### src/rtl/mem_arbiter.sv
// rtl/mem_arbiter.sv - two-requester round-robin arbiter onto a single-outstanding memory port
// Fetch (0) and load/store (1) share one memory port; a single transaction is tracked IDLE -> ISSUE -> WAIT.
module mem_arbiter #(
  parameter int ADDR_W = 32,
  parameter int DATA_W = 32
) (
  input  logic                    clk,
  input  logic                    reset,
  input  logic [1:0]              req_valid,
  output logic [1:0]              req_ready,
  input  logic [2*ADDR_W-1:0]     req_addr,
  input  logic [2*DATA_W-1:0]     req_wdata,
  input  logic [2*DATA_W/8-1:0]   req_wstrb,
  output logic [1:0]              resp_valid,
  output logic [DATA_W-1:0]       resp_rdata,
  output logic                    mem_valid,
  input  logic                    mem_ready,
  output logic [ADDR_W-1:0]       mem_addr,
  output logic [DATA_W-1:0]       mem_wdata,
  output logic [DATA_W/8-1:0]     mem_wstrb,
  input  logic                    mem_rvalid,
  input  logic [DATA_W-1:0]       mem_rdata
);

  localparam int STRB_W = DATA_W / 8;

  typedef enum logic [1:0] {S_IDLE, S_ISSUE, S_WAIT} state_t;

  state_t              r_state;
  state_t              w_next;
  logic                r_rr_last;
  logic                r_owner;
  logic                r_mem_valid;
  logic [ADDR_W-1:0]   r_mem_addr;
  logic [DATA_W-1:0]   r_mem_wdata;
  logic [STRB_W-1:0]   r_mem_wstrb;
  logic [1:0]          r_resp_valid;
  logic [DATA_W-1:0]   r_resp_rdata;
  logic                w_grant;
  logic                w_accept;

  always_comb begin
    w_grant = 1'b0;
    case (req_valid)
      2'b01:   w_grant = 1'b0;
      2'b10:   w_grant = 1'b1;
      2'b11:   w_grant = ~r_rr_last;
      default: w_grant = 1'b0;
    endcase
  end

  // Gating with reset keeps req_ready low for the whole time reset is held.
  assign w_accept  = (r_state == S_IDLE) && (req_valid != 2'b00) && !reset;
  assign req_ready = w_accept ? (w_grant ? 2'b10 : 2'b01) : 2'b00;

  always_ff @(posedge clk or posedge reset) begin
    if (reset) r_state <= S_IDLE;
    else       r_state <= w_next;
  end

  always_comb begin
    w_next = r_state;
    case (r_state)
      S_IDLE:  if (w_accept)   w_next = S_ISSUE;
      S_ISSUE: if (mem_ready)  w_next = S_WAIT;
      S_WAIT:  if (mem_rvalid) w_next = S_IDLE;
      default: w_next = S_IDLE;
    endcase
  end

  always_ff @(posedge clk or posedge reset) begin
    if (reset) begin
      r_rr_last    <= 1'b1;
      r_owner      <= 1'b0;
      r_mem_valid  <= 1'b0;
      r_mem_addr   <= '0;
      r_mem_wdata  <= '0;
      r_mem_wstrb  <= '0;
      r_resp_valid <= 2'b00;
      r_resp_rdata <= '0;
    end else begin
      r_resp_valid <= 2'b00;
      if (w_accept) begin
        r_rr_last   <= w_grant;
        r_owner     <= w_grant;
        r_mem_valid <= 1'b1;
        r_mem_addr  <= w_grant ? req_addr[2*ADDR_W-1:ADDR_W]  : req_addr[ADDR_W-1:0];
        r_mem_wdata <= w_grant ? req_wdata[2*DATA_W-1:DATA_W] : req_wdata[DATA_W-1:0];
        r_mem_wstrb <= w_grant ? req_wstrb[2*STRB_W-1:STRB_W] : req_wstrb[STRB_W-1:0];
      end
      if (r_state == S_ISSUE && mem_ready) r_mem_valid <= 1'b0;
      if (r_state == S_WAIT && mem_rvalid) begin
        r_resp_rdata <= mem_rdata;
        r_resp_valid <= r_owner ? 2'b10 : 2'b01;
      end
    end
  end

  assign mem_valid  = r_mem_valid;
  assign mem_addr   = r_mem_addr;
  assign mem_wdata  = r_mem_wdata;
  assign mem_wstrb  = r_mem_wstrb;
  assign resp_valid = r_resp_valid;
  assign resp_rdata = r_resp_rdata;

endmodule

### config.mk
export PLATFORM = sky130hd
export DESIGN_NAME = mem_arbiter
export DESIGN_NICKNAME = d
export VERILOG_FILES = /design/src/rtl/mem_arbiter.sv
export SDC_FILE = /design/constraint.sdc
export NUM_CORES = 1
export LEC_CHECK = 0
export ABC_CLOCK_PERIOD_IN_PS = 7500
export CORE_UTILIZATION = 41
export CTS_CLUSTER_SIZE = 14
export DETAILED_ROUTE_END_ITERATION = 7
export GPL_TIMING_DRIVEN = 0
export HOLD_SLACK_MARGIN = 0.1
export PLACE_DENSITY = 0.95
export SYNTH_ARGS = -nofsm -noshare
export SYNTH_HDL_FRONTEND = slang
export SYNTH_SLANG_ARGS = --single-unit
### constraint.sdc
create_clock -name clk -period 7.5 [get_ports clk]
set_clock_uncertainty 0.05 [all_clocks]
set_input_delay 1.125 -clock clk [delete_from_list [all_inputs] [get_ports clk]]
set_output_delay 1.125 -clock clk [all_outputs]
set_load 0.01 [all_outputs]
== Word level (Yosys, flattened, before mapping) ==
Index checks and enable logic that the tools add are counted.

* Register bits: 107
* Word-level logic and storage cells: 40

* Equality and inequality tests: 7
* Reduce and logical (&&, ||, !) cells: 9
* Bitwise gates (word level): 1
* Muxes and demuxes: 14

{| class="wikitable"
|+ Operators with widths
! cell !! count
|-
| $mux W32 || 2
|-
| $mux W2 || 7
|-
| $eq A2 B2 Y1 const B || 3
|-
| $ne A2 B2 Y1 const B || 3
|-
| $pmux W2 S3 || 1
|-
| $logic_and A1 B1 Y1 || 4
|-
| $mux W4 || 1
|-
| $reduce_bool A2 Y1 || 2
|-
| $reduce_and A3 Y1 || 1
|-
| $eq A2 B1 Y1 const B || 1
|-
| $logic_not A2 Y1 || 1
|-
| $mux W1 || 2
|-
| $pmux W1 S2 || 1
|-
| $logic_not A1 Y1 || 1
|-
| $not A1 Y1 || 1
|}

== Depth between registers and ports, before layout ==
Gate-level depths: netlist of run 1.

* Word-level depth: 5
* Mapped depth: 6
* Depth with buffers taken out: 3

== Worst setup path after synthesis of run 1 ==
No wires, ideal clock.

* Kind: input port to output port
* Start point: in reset
* End point: out req_ready[0]
* Slack: 4172 ps
* Arrival time: 2153 ps
* Required time: 6325 ps
* Stages: 5
* Cell sequence: or3_1 > buf_2 > buf_6 > buf_6 > nor3b_1

* Cells in the longest elaborated chain, start to end: 3

{| class="wikitable"
|+ Ends and longest elaborated chain
! element !! RTL line !! text
|-
| from (decl) || 8 || <nowiki>input logic reset,</nowiki>
|-
| $logic_not A1 Y1 (no source line) || -- ||
|-
| $logic_and A1 B1 Y1 || 53 || <nowiki>assign w_accept = (r_state == S_IDLE) && (req_valid != 2'b00) && !reset;</nowiki>
|-
| $mux W2 || 54 || <nowiki>assign req_ready = w_accept ? (w_grant ? 2'b10 : 2'b01) : 2'b00;</nowiki>
|-
| to (decl) || 10 || <nowiki>output logic [1:0] req_ready,</nowiki>
|}

No other way between the ends.

== Worst setup path in the final report of run 1 ==
Ends and elaborated chain as after synthesis.

==> results.sh, run 1 <==
export IMPL_grt_pass1_wl_microns=24500
export IMPL_hold_ws_ns=0.425
export IMPL_rsz0062_at_grt="no"
export IMPL_hp_class="flop to flop"
export IMPL_setup_viol_count_final=0
export IMPL_wl_per_cell_microns=19.5
export IMPL_fin_crit_sh_pct=59.2
export IMPL_cts_tree="yes"
export IMPL_register_area_sq_um=2680
export IMPL_clock_path_buffers=2
export IMPL_ys_ff_latch=107
export IMPL_core_rowCount=38
export IMPL_critPathRequiredTime_ns=6.32
export IMPL_syn_area_sq_um=4670
export IMPL_syn_area_per_cell_sq_um=11.5
export IMPL_gp_congestion=0.821
export IMPL_antenna_found_initial=0
export IMPL_hpwl_microns=12400
export IMPL_diodes=0
export IMPL_cp_arrival_ns=3.27
export IMPL_cts_resized=0
export IMPL_clk_pin_slew_ns=0.06
export IMPL_synth_warnings=0
export IMPL_grt_usage_pct=27.5
export IMPL_ant_nets=0
export IMPL_grt_pass1_vias=4792
export IMPL_startpoint_type="primary input"
export IMPL_fin_setup_tns_ns=0
export IMPL_tightestPinTransition_ns=0.793
export IMPL_final_cell_mix="clkdlybuf4s50_1 (277), dfrtp_1 (106), nand2_1 (69)"
export IMPL_ys_seq_area_share_pct=57.4
export IMPL_syn_inst=406
export IMPL_multi_input_area_sq_um=1790
export IMPL_synth_cell_types=23
export IMPL_route_detailed_drc=0
export IMPL_port_buffers=277
export IMPL_min_period_ns=4.44
export IMPL_cellPowerDensity_nw_per_um2=353
export IMPL_start_util_pct=42.5
export IMPL_drv_slew=0
export IMPL_die_x_microns=109
export IMPL_hold_violations=0
export IMPL_drive_gt1_share_pct=10.6
export IMPL_final_common_cell="clkdlybuf4s50_1"
export IMPL_syn_to_final_growth_pct=69.7
export IMPL_vias=4649
export IMPL_cts_buffers=9
export IMPL_die_area_sq_um=11800
export IMPL_clk_latency_ns=0.33
export IMPL_clockRootBuffer="clkbuf_16"
export IMPL_ios=279
export IMPL_core_sq_um=11000
export IMPL_cts_htree_levels=3
export IMPL_grt_overflow=0
export IMPL_fmax_mhz=225
export IMPL_fillCellCount=759
export IMPL_syn_nets=580
export IMPL_end_kind="output port"
export IMPL_drtIter0Drc=218
export IMPL_viasPerCell=5.55
export IMPL_slew_headroom_pct=46.8
export IMPL_p_leak_nw=3.27
export IMPL_cap_violations=0
export IMPL_drt_total_wl_microns=16300
export IMPL_clkSinkCount=107
export IMPL_irDropWorstVdd_mv=0.215
export IMPL_worstSetupPathType="primary input to output port"
export IMPL_holdBufCountCts=0
export IMPL_die_h_microns=109
export IMPL_cp_max_fo=10
export IMPL_dr_pass1_iters=5
export IMPL_status="complete, no violations"
export IMPL_nets=869
export IMPL_cts_setup_buffers=0
export IMPL_grt_start_max_net_pins=63
export IMPL_ff2ff_setup_slack_ns=5.51
## sequential cells by signal, indices dropped and copies added (netlist names)
register and count:
mem_addr 32, mem_wdata 32, resp_rdata 32, mem_wstrb 4, r_state 2, resp_valid 2
mem_valid 1, r_owner 1, r_rr_last 1
## through the flow
| stage | util, % | setup slack, ns | area, sq um | power (W) | instances |
|---|---|---|---|---|---|
| 3_3_place_gp | 69.4 | 2.07 | 7620 | 0.00231 | 823 |
| 2_1_floorplan | - | 3.51 | 4670 | 0.00157 | 406 |
| 6_report | 72.1 | 3.06 | 7920 | 0.00280 | 838 |
| 4_1_cts | 72.1 | 3.04 | 7920 | 0.00281 | 838 |
| 5_1_grt | 72.1 | 2.99 | 7920 | 0.00295 | 838 |
| 3_5_place_dp | 69.6 | 3.05 | 7650 | 0.00236 | 824 |
## cell usage after synthesis (all sizes together)
cell type | number | area share, %
a21o | 2 | 0.32
a21boi | 1 | 0.16
nand2b | 2 | 0.27
clkbuf | 25 | 2.0
o21ai | 3 | 0.32
nor2b | 1 | 0.13
nand2 | 69 | 5.5
nor3 | 69 | 8.4
and3 | 1 | 0.13
a221o | 68 | 15
nor2 | 2 | 0.16
dfstp | 1 | 0.56
buf | 17 | 2.1
mux2 | 32 | 7.7
inv | 3 | 0.24
dfrtp | 106 | 57
nor3b | 1 | 0.16
or3 | 1 | 0.13
nand3b | 2 | 0.32
## worst max-delay path: stages
cell and delay (ns):
clkdlybuf4s50_1 0.47, or3_1 0.33, buf_2 0.19, buf_6 0.17
buf_6 0.15, nor3b_1 0.24, clkdlybuf4s50_1 0.58
## final timing paths
path                                 start             end  cells after the start
worst max-delay path                 reset    req_ready[0]                      7
worst min-delay path               r_owner   resp_valid[0]                      1
worst max register to register  r_state[0]    mem_wdata[8]                      4
max in group asynchronous            reset  resp_rdata[24]                      3
min in group asynchronous            reset    mem_wdata[5]                      2
worst min register to register     r_owner   resp_valid[0]                      1
## area by class of cell
class | instances | area share [%]
plain buffers | 42 | 2.40
multi-input cells | 254 | 22.6
clock inverters | 3 | 0.300
well taps | 140 | 2.21
flip-flops and latches | 107 | 33.8
repair buffers | 278 | 35.3
inverters | 3 | 0.174
clock buffers | 11 | 3.19
## routing by layer
layer	global-route usage (%)	routed length, microns
met5	0	0
met3	6.22	1340
met1	30.1	5850
met2	50.3	8570
met4	12.6	539
## cells by family after synthesis
kind of cell / synth area share [%]
AND/OR/NAND/NOR: 15.2
AO/OA/AOI/OAI: 15.4
multiplexers: 7.72
buffers and inverters: 4.31
flip-flops: 57.4
## report_power, final
group / switching [W] / total [W] / internal [W] / leakage, nW
Clock: 0.000199 / 0.000440 / 0.000241 / 0.130
Combinational: 0.000534 / 0.00133 / 0.000799 / 1.82
Sequential: 0.000172 / 0.00102 / 0.000853 / 1.32
No activity file was read; power rests on OpenSTA's default activity.
==> run 2, diff against run 1 <==
==> config.mk (replaced) <==
export PLATFORM = sky130hd
export DESIGN_NAME = mem_arbiter
export DESIGN_NICKNAME = d
export VERILOG_FILES = /design/src/rtl/mem_arbiter.sv
export SDC_FILE = /design/constraint.sdc
export NUM_CORES = 1
export LEC_CHECK = 0
export ABC_CLOCK_PERIOD_IN_PS = 4200
export CORE_ASPECT_RATIO = 1.5
export CORE_UTILIZATION = 38
export CTS_CLUSTER_SIZE = 14
export DETAILED_ROUTE_END_ITERATION = 7
export GPL_TIMING_DRIVEN = 0
export HOLD_SLACK_MARGIN = 0.1
export PLACE_DENSITY = 0.9
export SYNTH_ARGS = -nofsm -noshare
export SYNTH_HDL_FRONTEND = slang
export SYNTH_SLANG_ARGS = --single-unit
==> constraint.sdc (replaced) <==
create_clock -name clk -period 4.2 [get_ports clk]
set_clock_uncertainty 0.05 [all_clocks]
set_input_delay 0.63 -clock clk [delete_from_list [all_inputs] [get_ports clk]]
set_output_delay 0.63 -clock clk [all_outputs]
set_load 0.01 [all_outputs]
==> run 2 against run 1 <==
Net effect: count of clock-buffer cells in the layout unchanged; sequential cell count unchanged; via count decreased by 2.0%; power increased by 81%; wire length decreased by 4.8%; die area increased by 7.8%; cell area increased by 0.73%; hold slack improved by 0.029 ns; worst setup slack got worse by 2.2 ns; critical path depth unchanged; critical endpoint unchanged; highest routed layer unchanged.
==> results.sh, run 2 (synthesized netlist as in run 1, its figures left out) <==
export IMPL_clk_pin_slew_ns=0.07
export IMPL_die_area_sq_um=12700
export IMPL_grt_overflow=0
export IMPL_crit_end="req_ready[0]"
export IMPL_cts_htree_levels=3
export IMPL_grt_pass1_wl_microns=23600
export IMPL_viasPerCell=5.35
export IMPL_gp_congestion=0.824
export IMPL_final_common_cell="clkdlybuf4s50_1"
export IMPL_clkSinkCount=107
export IMPL_diodes=0
export IMPL_fmax_mhz=298
export IMPL_cap_violations=0
export IMPL_ios=279
export IMPL_cts_setup_buffers=0
export IMPL_slew_headroom_pct=52.6
export IMPL_drt_total_wl_microns=15500
export IMPL_cp_arrival_ns=2.67
export IMPL_startpoint="reset"
export IMPL_port_buffers=277
export IMPL_worstSetupPathType="primary input to output port"
export IMPL_clock_path_buffers=2
export IMPL_rsz0062_at_grt="no"
export IMPL_grt_start_max_net_pins=56
export IMPL_irDropWorstVdd_mv=0.335
export IMPL_cts_resized=0
export IMPL_drv_slew=0
export IMPL_min_period_ns=3.35
export IMPL_cellPowerDensity_nw_per_um2=636
export IMPL_cts_tree="yes"
export IMPL_status="complete, no violations"
export IMPL_nets=869
export IMPL_start_util_pct=39.1
export IMPL_drtIter0Drc=112
export IMPL_fin_util_pct=66.8
export IMPL_hold_violations=0
export IMPL_cp_max_fo=10
export IMPL_wl_per_cell_microns=18.2
export IMPL_fin_crit_sh_pct=79.8
export IMPL_vias=4558
export IMPL_clk_latency_ns=0.33
export IMPL_p_leak_nw=3.28
export IMPL_route_detailed_drc=0
export IMPL_cts_buffers=9
export IMPL_die_h_microns=138
export IMPL_die_x_microns=92.5
export IMPL_min_path_cells=1
export IMPL_holdBufCountCts=0
export IMPL_hpwl_microns=12300
export IMPL_ff2ff_setup_slack_ns=2.28
export IMPL_critPathRequiredTime_ns=3.52
export IMPL_reg2reg_depth=4
export IMPL_r2r_start="r_state[0]"
export IMPL_fin_total_pwr_w=0.00508
export IMPL_tightestPinTransition_ns=0.706
export IMPL_clockRootBuffer="clkbuf_16"
export IMPL_core_rowCount=49
export IMPL_grt_pass1_vias=4707
export IMPL_dr_pass1_iters=5
export IMPL_core_sq_um=12000
export IMPL_final_cell_mix="clkdlybuf4s50_1 (277), dfrtp_1 (106), nand2_1 (69)"
export IMPL_startpoint_type="primary input"
export IMPL_end_kind="output port"
export IMPL_hp_class="flop to flop"
export IMPL_syn_to_final_growth_pct=70.9
export IMPL_grt_usage_pct=23.8
export IMPL_critical_path_reg2reg_endpoint="mem_addr[22]"
export IMPL_drive_gt1_share_pct=10.6
export IMPL_antenna_found_initial=0
export IMPL_ant_nets=0
export IMPL_setup_viol_count_final=0
==> run 2: changes by cell type in the layout (fill, tap and decap cells not counted) <==
cell,change
inv_6,-1
bufinv_16,+2
clkbuf_8,-1
clkbuf_1,+1
==> run 2: area by class of cell <==
| cell class | instances | area [sq um] |
|---|---|---|
| buffer | 42 | 190 |
| clock buffer | 11 | 243 |
| timing repair buffer | 278 | 2800 |
| sequential | 107 | 2680 |
| multi-input combinational | 254 | 1790 |
| clock inverter | 4 | 75.1 |
| tap | 153 | 191 |
| fill | 907 | 3970 |
| inverter | 3 | 13.8 |
==> run 2: critical path, stage by stage <==
cell and delay, ns:
clkdlybuf4s50_1 0.47, or3_1 0.32, buf_2 0.18, buf_6 0.16, buf_6 0.15, nor3b_1 0.18
clkdlybuf4s50_1 0.57
==> run 2: stage by stage <==
step | instances | setup TNS [ns] | setup slack (ns) | instance area [sq um] | hold slack (ns)
after global routing | 852 | 0 | 0.806 | 7980 | 0.466
after floorplan | 406 | 0 | 0.704 | 4670 | 0.376
final | 852 | 0 | 0.848 | 7980 | 0.453
after CTS | 852 | 0 | 0.845 | 7980 | 0.456
after detailed placement | 837 | 0 | 0.852 | 7660 | 0.442
after global placement | 836 | -71.47 | -0.679 | 7630 | 0.435
==> run 2: how the worst min path moves through the flow <==
stage | from | end | slack (ns)
floorplan | r_owner | resp_valid[0] | 0.38
global placement | resp_rdata[2] | resp_rdata[2] | 0.44
detailed placement | resp_rdata[0] | resp_rdata[0] | 0.44
CTS | resp_rdata[0] | resp_rdata[0] | 0.46
global route | resp_rdata[30] | resp_rdata[30] | 0.47
finish | resp_rdata[28] | resp_rdata[28] | 0.45
==> run 2: power breakdown <==
part	leakage [nW]	switching, W	internal (W)
clock	0.148	0.000357	0.000536
sequential	1.32	0.000292	0.00152
combinational	1.82	0.000944	0.00143
==> run 2: routing by layer <==
| metal | wire length, microns | GRT usage, % |
|---|---|---|
| met2 | 8310 | 44.7 |
| met3 | 1170 | 5.68 |
| met1 | 5560 | 25.7 |
| met4 | 483 | 8.59 |
| met5 | 0 | 0 |
